## config.mk

```make
export PLATFORM = sky130hd
export DESIGN_NAME = johnson_decoder
export DESIGN_NICKNAME = d
export VERILOG_FILES = /design/src/rtl/johnson_pkg.sv /design/src/rtl/jc_classify.sv /design/src/rtl/johnson_decoder.sv
export SDC_FILE = /design/constraint.sdc
export NUM_CORES = 1
export LEC_CHECK = 0
export CORE_ASPECT_RATIO = 1.25
export CORE_MARGIN = 4
export CORE_UTILIZATION = 50
export DETAILED_ROUTE_END_ITERATION = 10
export PLACE_DENSITY = 0.79
export SLEW_MARGIN = 30
export SYNTH_ARGS = -nofsm -noshare
export SYNTH_HDL_FRONTEND = slang
export SYNTH_SLANG_ARGS = --single-unit
```

## constraint.sdc

```tcl
create_clock -name c -period 4.8 [get_ports c]
set_input_delay 0.96 -clock c [delete_from_list [all_inputs] [get_ports c]]
set_output_delay 0.96 -clock c [all_outputs]
set_load 0.01 [all_outputs]
```

## src/rtl/johnson_pkg.sv

```systemverilog
// Shared types and Johnson-code helpers for the decoder, the counter side and benches.
package johnson_pkg;

    localparam int JC_MAXW = 32;

    typedef enum logic {
        ACQ    = 1'b0,
        LOCKED = 1'b1
    } jc_state_t;

    // Codes are passed zero-extended to JC_MAXW; only the low n bits are meaningful.
    function automatic logic jc_legal(input logic [JC_MAXW-1:0] code, input int n);
        int trans;
        trans = 0;
        for (int i = 1; i < JC_MAXW; i++) begin
            if (i < n && code[i] != code[i-1]) begin
                trans++;
            end
        end
        return (trans <= 1);
    endfunction

    function automatic int jc_index(input logic [JC_MAXW-1:0] code, input int n);
        int   ones;
        logic msb;
        ones = 0;
        msb  = 1'b0;
        for (int i = 0; i < JC_MAXW; i++) begin
            if (i < n && code[i]) begin
                ones++;
            end
            if (i == n - 1) begin
                msb = code[i];
            end
        end
        return msb ? (n + (n - ones)) : ones;
    endfunction

    function automatic logic [JC_MAXW-1:0] jc_next(input logic [JC_MAXW-1:0] code, input int n);
        logic [JC_MAXW-1:0] nxt;
        logic               msb;
        nxt = '0;
        msb = 1'b0;
        for (int i = 0; i < JC_MAXW; i++) begin
            if (i == n - 1) begin
                msb = code[i];
            end
        end
        for (int i = 0; i < JC_MAXW; i++) begin
            if (i == 0) begin
                nxt[i] = ~msb;
            end else if (i < n) begin
                nxt[i] = code[i-1];
            end
        end
        return nxt;
    endfunction

endpackage

```

## src/rtl/jc_classify.sv

```systemverilog
// Combinational legality check and index decode of one Johnson code sample.
module jc_classify
    import johnson_pkg::*;
#(
    parameter int N  = 4,
    parameter int CW = $clog2(2 * N)
) (
    input  logic [N-1:0]  d,
    output logic          legal,
    output logic [CW-1:0] index
);

    logic [JC_MAXW-1:0] code;

    always_comb begin
        code        = '0;
        code[N-1:0] = d;
        legal       = jc_legal(code, N);
        index       = CW'(jc_index(code, N));
    end

endmodule

```

## src/rtl/johnson_decoder.sv

```systemverilog
// Johnson code receiver: decodes to an index, checks step continuity and tracks lock.
// Optional saturating error counter enabled by defining JDEC_ERRCNT_EN.
module johnson_decoder
    import johnson_pkg::*;
#(
    parameter int N        = 4,
    parameter int CW       = $clog2(2 * N),
    parameter int LOCK_CNT = 3
) (
    input  logic          c,
    input  logic          r,
    input  logic          en,
    input  logic [N-1:0]  d,
    output logic [CW-1:0] idx,
    output logic          vld,
    output logic          illegal,
    output logic          seq_err,
    output logic          locked,
    output logic [7:0]    err_cnt
);

    logic          legal;
    logic [CW-1:0] index;
    logic [CW-1:0] expected;
    logic          seeded;
    logic          good_step;
    logic          bad_step;
    logic          any_err;
    logic [3:0]    step_cnt;
    logic [3:0]    step_cnt_nxt;
    jc_state_t     state;
    jc_state_t     state_nxt;

    jc_classify #(.N(N), .CW(CW)) u_classify (
        .d     (d),
        .legal (legal),
        .index (index)
    );

    // Repeating the previous code never equals the successor, so stalls count as errors.
    always_comb begin
        expected  = (idx == CW'(2 * N - 1)) ? '0 : idx + CW'(1);
        good_step = en && legal && seeded && (index == expected);
        bad_step  = en && legal && seeded && (index != expected);
        any_err   = bad_step || (en && !legal);
    end

    always_ff @(posedge c) begin
        if (r) begin
            state    <= ACQ;
            step_cnt <= '0;
        end else begin
            state    <= state_nxt;
            step_cnt <= step_cnt_nxt;
        end
    end

    always_comb begin
        state_nxt    = state;
        step_cnt_nxt = step_cnt;
        if (any_err) begin
            state_nxt    = ACQ;
            step_cnt_nxt = '0;
        end else if (good_step && state == ACQ) begin
            if (step_cnt + 4'd1 == 4'(LOCK_CNT)) begin
                state_nxt    = LOCKED;
                step_cnt_nxt = '0;
            end else begin
                step_cnt_nxt = step_cnt + 4'd1;
            end
        end
    end

    always_comb begin
        locked = (state == LOCKED);
    end

    // An illegal sample keeps idx but forces the next legal sample to re-seed.
    always_ff @(posedge c) begin
        if (r) begin
            idx     <= '0;
            vld     <= 1'b0;
            illegal <= 1'b0;
            seq_err <= 1'b0;
            seeded  <= 1'b0;
        end else begin
            vld     <= en && legal;
            illegal <= en && !legal;
            seq_err <= bad_step;
            if (en && legal) begin
                idx    <= index;
                seeded <= 1'b1;
            end else if (en) begin
                seeded <= 1'b0;
            end
        end
    end

`ifdef JDEC_ERRCNT_EN
    always_ff @(posedge c) begin
        if (r) begin
            err_cnt <= '0;
        end else if (any_err && err_cnt != 8'hFF) begin
            err_cnt <= err_cnt + 8'd1;
        end
    end
`else
    assign err_cnt = '0;
`endif

endmodule

```

======== Yosys cells after proc, flatten, opt, wreduce, memory -nomap -nowiden ========
Index checks and enable logic that the tools add are counted.
operators by class
  eq/ne operators ......................... 7
  $lt $le $gt $ge ......................... 1
  $add $sub $neg .......................... 9
  bitwise operators ....................... 1
  mux-type cells .......................... 12
  reductions and logical operators ........ 11
operators by type and width
  cell                     count
  $add A32 B2 Y32 const B  2
  $mux W32                 2
  $le A32 B2 Y1 const B    1
  $mux W3                  5
  $add A3 B2 Y3 const B    2
  $logic_and A1 B1 Y1      6
  $add A4 B1 Y4 const B    1
  $eq A4 B2 Y1 const B     1
  $mux W1                  4
  $mux W4                  1
  $add A3 B1 Y3 const B    1
  $add A3 B3 Y3 const A    1
  $eq A3 B3 Y1             1
  $eq A3 B3 Y1 const B     1
  $ne A1 B1 Y1             3
  $ne A3 B3 Y1             1
  $sub A3 B3 Y3 const A    1
  $add A1 B1 Y2 const B    1
  $reduce_and A2 Y1        1
  $reduce_bool A2 Y1       1
  $reduce_or A2 Y1         1
  $logic_not A1 Y1         1
  $logic_or A1 B1 Y1       1
  $not A1 Y1               1
storage, ports and cells
  flip-flop bits (word level) ............. 12
  output and inout bits ................... 15
  word-level logic and storage cells ...... 48

======== Depth between registers and ports, before layout ========
  depth after elaboration ................. 14
  mapped depth ............................ 13

======== Modules after synthesis ========
Synthesis repeated with hierarchy kept, for this count alone.
second synthesis, totals
  cell total of the unflattened synthesis .. 108
  area total of the unflattened synthesis .. 920.9 µm²
modules (own cells, without submodules)
  module           cells each  area an instance (µm²)  times used  sequential area each (µm²)
  johnson_decoder  81          716.9                   1           240.2
  jc_classify      27          203.9                   1           0.0

======== Least setup slack after synthesis ========
No wires, ideal clock.
  path kind ............................... input-to-reg
  from .................................... in d[0]
  to ...................................... reg step_cnt[2]
  setup time .............................. 0.124 ns
  buffers on the path ..................... 0
  cell stages on the path ................. 11
  arrival ................................. 3.011 ns
  required time ........................... 4.676 ns
  setup slack ............................. 1.665 ns
  cells stage by stage .................... ha_1 nor2b_1 or2_2 ha_1 mux2i_1 ha_1 xnor2_1 nand2_1 xnor3_1 o2111ai_1 a31oi_1
on the way
  cells in the longest elaborated chain, start to end .. 14
  elaborated cells between the ends (all ways) .. 28
ends and longest elaborated chain
  item                                                                      RTL line               text
  start: declaration                                                        johnson_decoder.sv:13  input logic [N-1:0] d,
  parallel branches: the longest is 14 deep, another holds $add A32 B2 Y32  --
  end signal: assignment                                                    johnson_decoder.sv:54  step_cnt <= step_cnt_nxt;
  end: declaration                                                          johnson_decoder.sv:29  logic [3:0] step_cnt;
Several ways; the timed one is not identified.
A chain may end at the register's enable or synchronous reset.

======== Worst setup path after layout ========
  from .................................... in d[2]
  to ...................................... reg step_cnt[2]
on the way
  cells in the longest elaborated chain, start to end .. 10
  elaborated cells between the ends (all ways) .. 23
ends and longest elaborated chain
  item                                                 RTL line                                                         text
  $ne A1 B1 Y1 or $mux W3 (tied branches)              johnson_pkg.sv:16, johnson_pkg.sv:29
  $mux W32 or $add A3 B2 Y3 (tied branches)            johnson_pkg.sv:16, johnson_pkg.sv:30
  $add A32 B2 Y32 or $mux W3 (tied branches)           johnson_pkg.sv:17, johnson_pkg.sv:29
  $mux W32 or $sub A3 B3 Y3 (tied branches)            johnson_pkg.sv:16, johnson_pkg.sv:36
  $le A32 B2 Y1 or $add A3 B3 Y3 (tied branches)       johnson_pkg.sv:20, johnson_pkg.sv:36
  $logic_and A1 B1 Y1 or $mux W3 (tied branches)       johnson_decoder.sv:43, johnson_decoder.sv:44, johnson_pkg.sv:36
  $logic_and A1 B1 Y1 or $ne A3 B3 Y1 (tied branches)  johnson_decoder.sv:43, johnson_decoder.sv:44
  $logic_and A1 B1 Y1                                  johnson_decoder.sv:44                                            bad_step = en && legal && seeded && (index != expected);
  $logic_or A1 B1 Y1                                   johnson_decoder.sv:45                                            any_err = bad_step || (en && !legal);
  $reduce_or A2 Y1 (no line)                           --
Several ways; a longest one is shown, not always the timed one.

==> flow_metrics.tcl <==
set metrics [dict create \
    status "complete, no violations" \
    drtIter0Drc 28 \
    n_antenna_cell 0 \
    yosysWarningCount 0 \
    fin_crit_sh 0.769 \
    die_h_um 58.6 \
    grtUsageTotal 0.147 \
    synth_top_area_cell "dfxtp_1" \
    arrival_ps 3890 \
    overflow 0 \
    synthXorXnorAreaFrac 0.104 \
    cts_hold_buffers 0 \
    start_util 0.522 \
    post_drt_wl_per_cell_um 13.3 \
    crit_fanout 9 \
    synth_ff_type "dfxtp_1" \
    worstSetupStartpointType "input port" \
    clock-sinks 12 \
    cts_tree "built" \
    fin_crit_ps 3690 \
    max-vdd-ir-drop_uv 125 \
    gp_congestion 0.862 \
    synth-edff-count 0 \
    wl_um 2020 \
    htreeDepth 1 \
    hp-class "reg2reg" \
    fmax_ghz 0.271 \
    p_per_area_mw_per_mm2 259 \
    synth_cell_types 43 \
    p_leak_nw 0.503 \
    max_cap_viol_count 0 \
    cts_setup_buffers 0 \
    synthAdderAreaFrac 0.122 \
    core_sq_mm 0.00196 \
    cts-root-buf "clkbuf_4" \
    dp_cells 148 \
    numCtsBuffers 3 \
    portBuffers 13 \
    clock_path_buffers 2 \
    fin_cells 152 \
    pin_count 22 \
    clkTransAtPathRegs_ps 90 \
    rsz0062_at_grt "false" \
    drcViolationCount 0 \
    yosysMostFrequentCell "dfxtp_1" \
    fp-row-count 18 \
    antenna_left 0 \
    synthToLayoutAreaGrowth_pct 12.1 \
    synth-seq-cells 12 \
    vias 886 \
    crit_type "in2reg" \
    grt_pass1_vias 803 \
    synthArstFlopShare 0 \
    viasPerCell 5.83 \
    drive_gt1_frac 0.0833 \
    synth_area_leaders "dfxtp_1, ha_1, buf_4" \
    grt_first_pass_wirelength_um 3330 \
    synthSimpleGateAreaFrac 0.291 \
    fin_skew_ps 9.77 \
    antenna_found_initial 0 \
    slew_violations 0 \
    dieArea_sq_mm 0.00284 \
    dp_hpwl_um 1580 \
    avgSynthCellArea_sq_um 8.53 \
    post_cts_resized 0 \
    grt_max_degree 10 \
    synth_compound_gate_area_share 0.111 \
    synth_common_cells "dfxtp_1, ha_1, buf_4, nor2_1, nand2_1" \
    syn_inst 120 \
    finalHoldViolations 0 \
    worstPathRequired_ps 5000 \
    synth_top_area_share 0.235 \
    synth_mux_area_frac 0.0196 \
    num-nets-final 150 \
    clock_latency_ps 280 \
    setup_tns_ps 0 \
    synth_top_family_by_area "simple AND/OR/NAND/NOR gates" \
    setup_violations 0 \
    syn_area_sq_mm 0.00102 \
    endpoint_kind "register" \
    firstDrtPassIters 4 \
    die_width_um 48.5 \
    ys_seq_area_frac 0.235 \
]
## layer usage
layer / up-vias / track usage / routed length, um
li1: 438 / - / -
met1: 397 / 0.165 / 817
met2: 43 / 0.263 / 1000
met3: 8 / 0.0253 / 150
met4: 0 / 0.0808 / 55
met5: - / 0 / 0
## cells by family after synthesis
logic type,Yosys count
xor+xnor,8
fa+ha+maj,10
flops,12
simple gates,53
mux,2
other cells,1
buf+inv,18
compound gates,16
## flip-flops by register name, summed over array words and instances, names as in the netlist
name      flops
step_cnt      4
seeded        1
locked        1
illegal       1
idx           3
seq_err       1
vld           1
## report_power, final
| part | switching, mW | internal (mW) |
|---|---|---|
| sequential | 0.00317 | 0.105 |
| clock | 0.0386 | 0.0461 |
| combinational | 0.0583 | 0.0464 |
## path summary, 6_finish.rpt
| kind | start | end | slack, ps | depth (start not counted) |
|---|---|---|---|---|
| worst min register to register | seeded | seeded | 480 | 2 |
| worst max register to register | idx[0] | step_cnt[2] | 2890 | 7 |
| worst min-delay path | seeded | seeded | 480 | 2 |
| worst max-delay path | d[2] | step_cnt[2] | 1110 | 11 |
## stage by stage
step                      instance area (sq um)  hold slack, ps  power, mW  utilization  worst slack (ps)
after detailed placement                   1110             460      0.214        0.567               847
final                                      1150             479      0.297        0.586              1110
after global routing                       1150             519      0.313        0.586               911
after floorplan                            1050             438      0.197            -              1670
after CTS                                  1150             483      0.297        0.586              1140
after global placement                     1110             450      0.209        0.567              1030
## final cells by class
class                      instances  area [sq um]
sequential                        12           240
timing repair buffer              13           130
clock buffer                       4          36.3
multi-input combinational         97           693
fill                             192           812
inverter                           6          22.5
tap                               20          25.0
## worst max-delay path, cell delays in order
cell and delay (ps):
clkdlybuf4s50_1 590, nor2b_1 250, or2_2 310, ha_1 280
mux2i_1 160, ha_1 180, xnor2_1 120, nand2_1 120
xnor3_1 520, o2111ai_1 170, a31oi_1 200
## cells in the final DEF, fill, tap and decap left out, types with 3 or more instances in the layout
cell and instances:
clkdlybuf4s50_1 13, dfxtp_1 12, ha_1 10, nor2_1 9
conb_1 8, nand2_1 7, inv_1 6, nand4_1 6
nand3_1 5, nor3_1 5, xor2_1 4, nor2b_1 3
or2_2 3, a21oi_1 3, clkbuf_4 3
No activity file was read; power rests on OpenSTA's default activity.
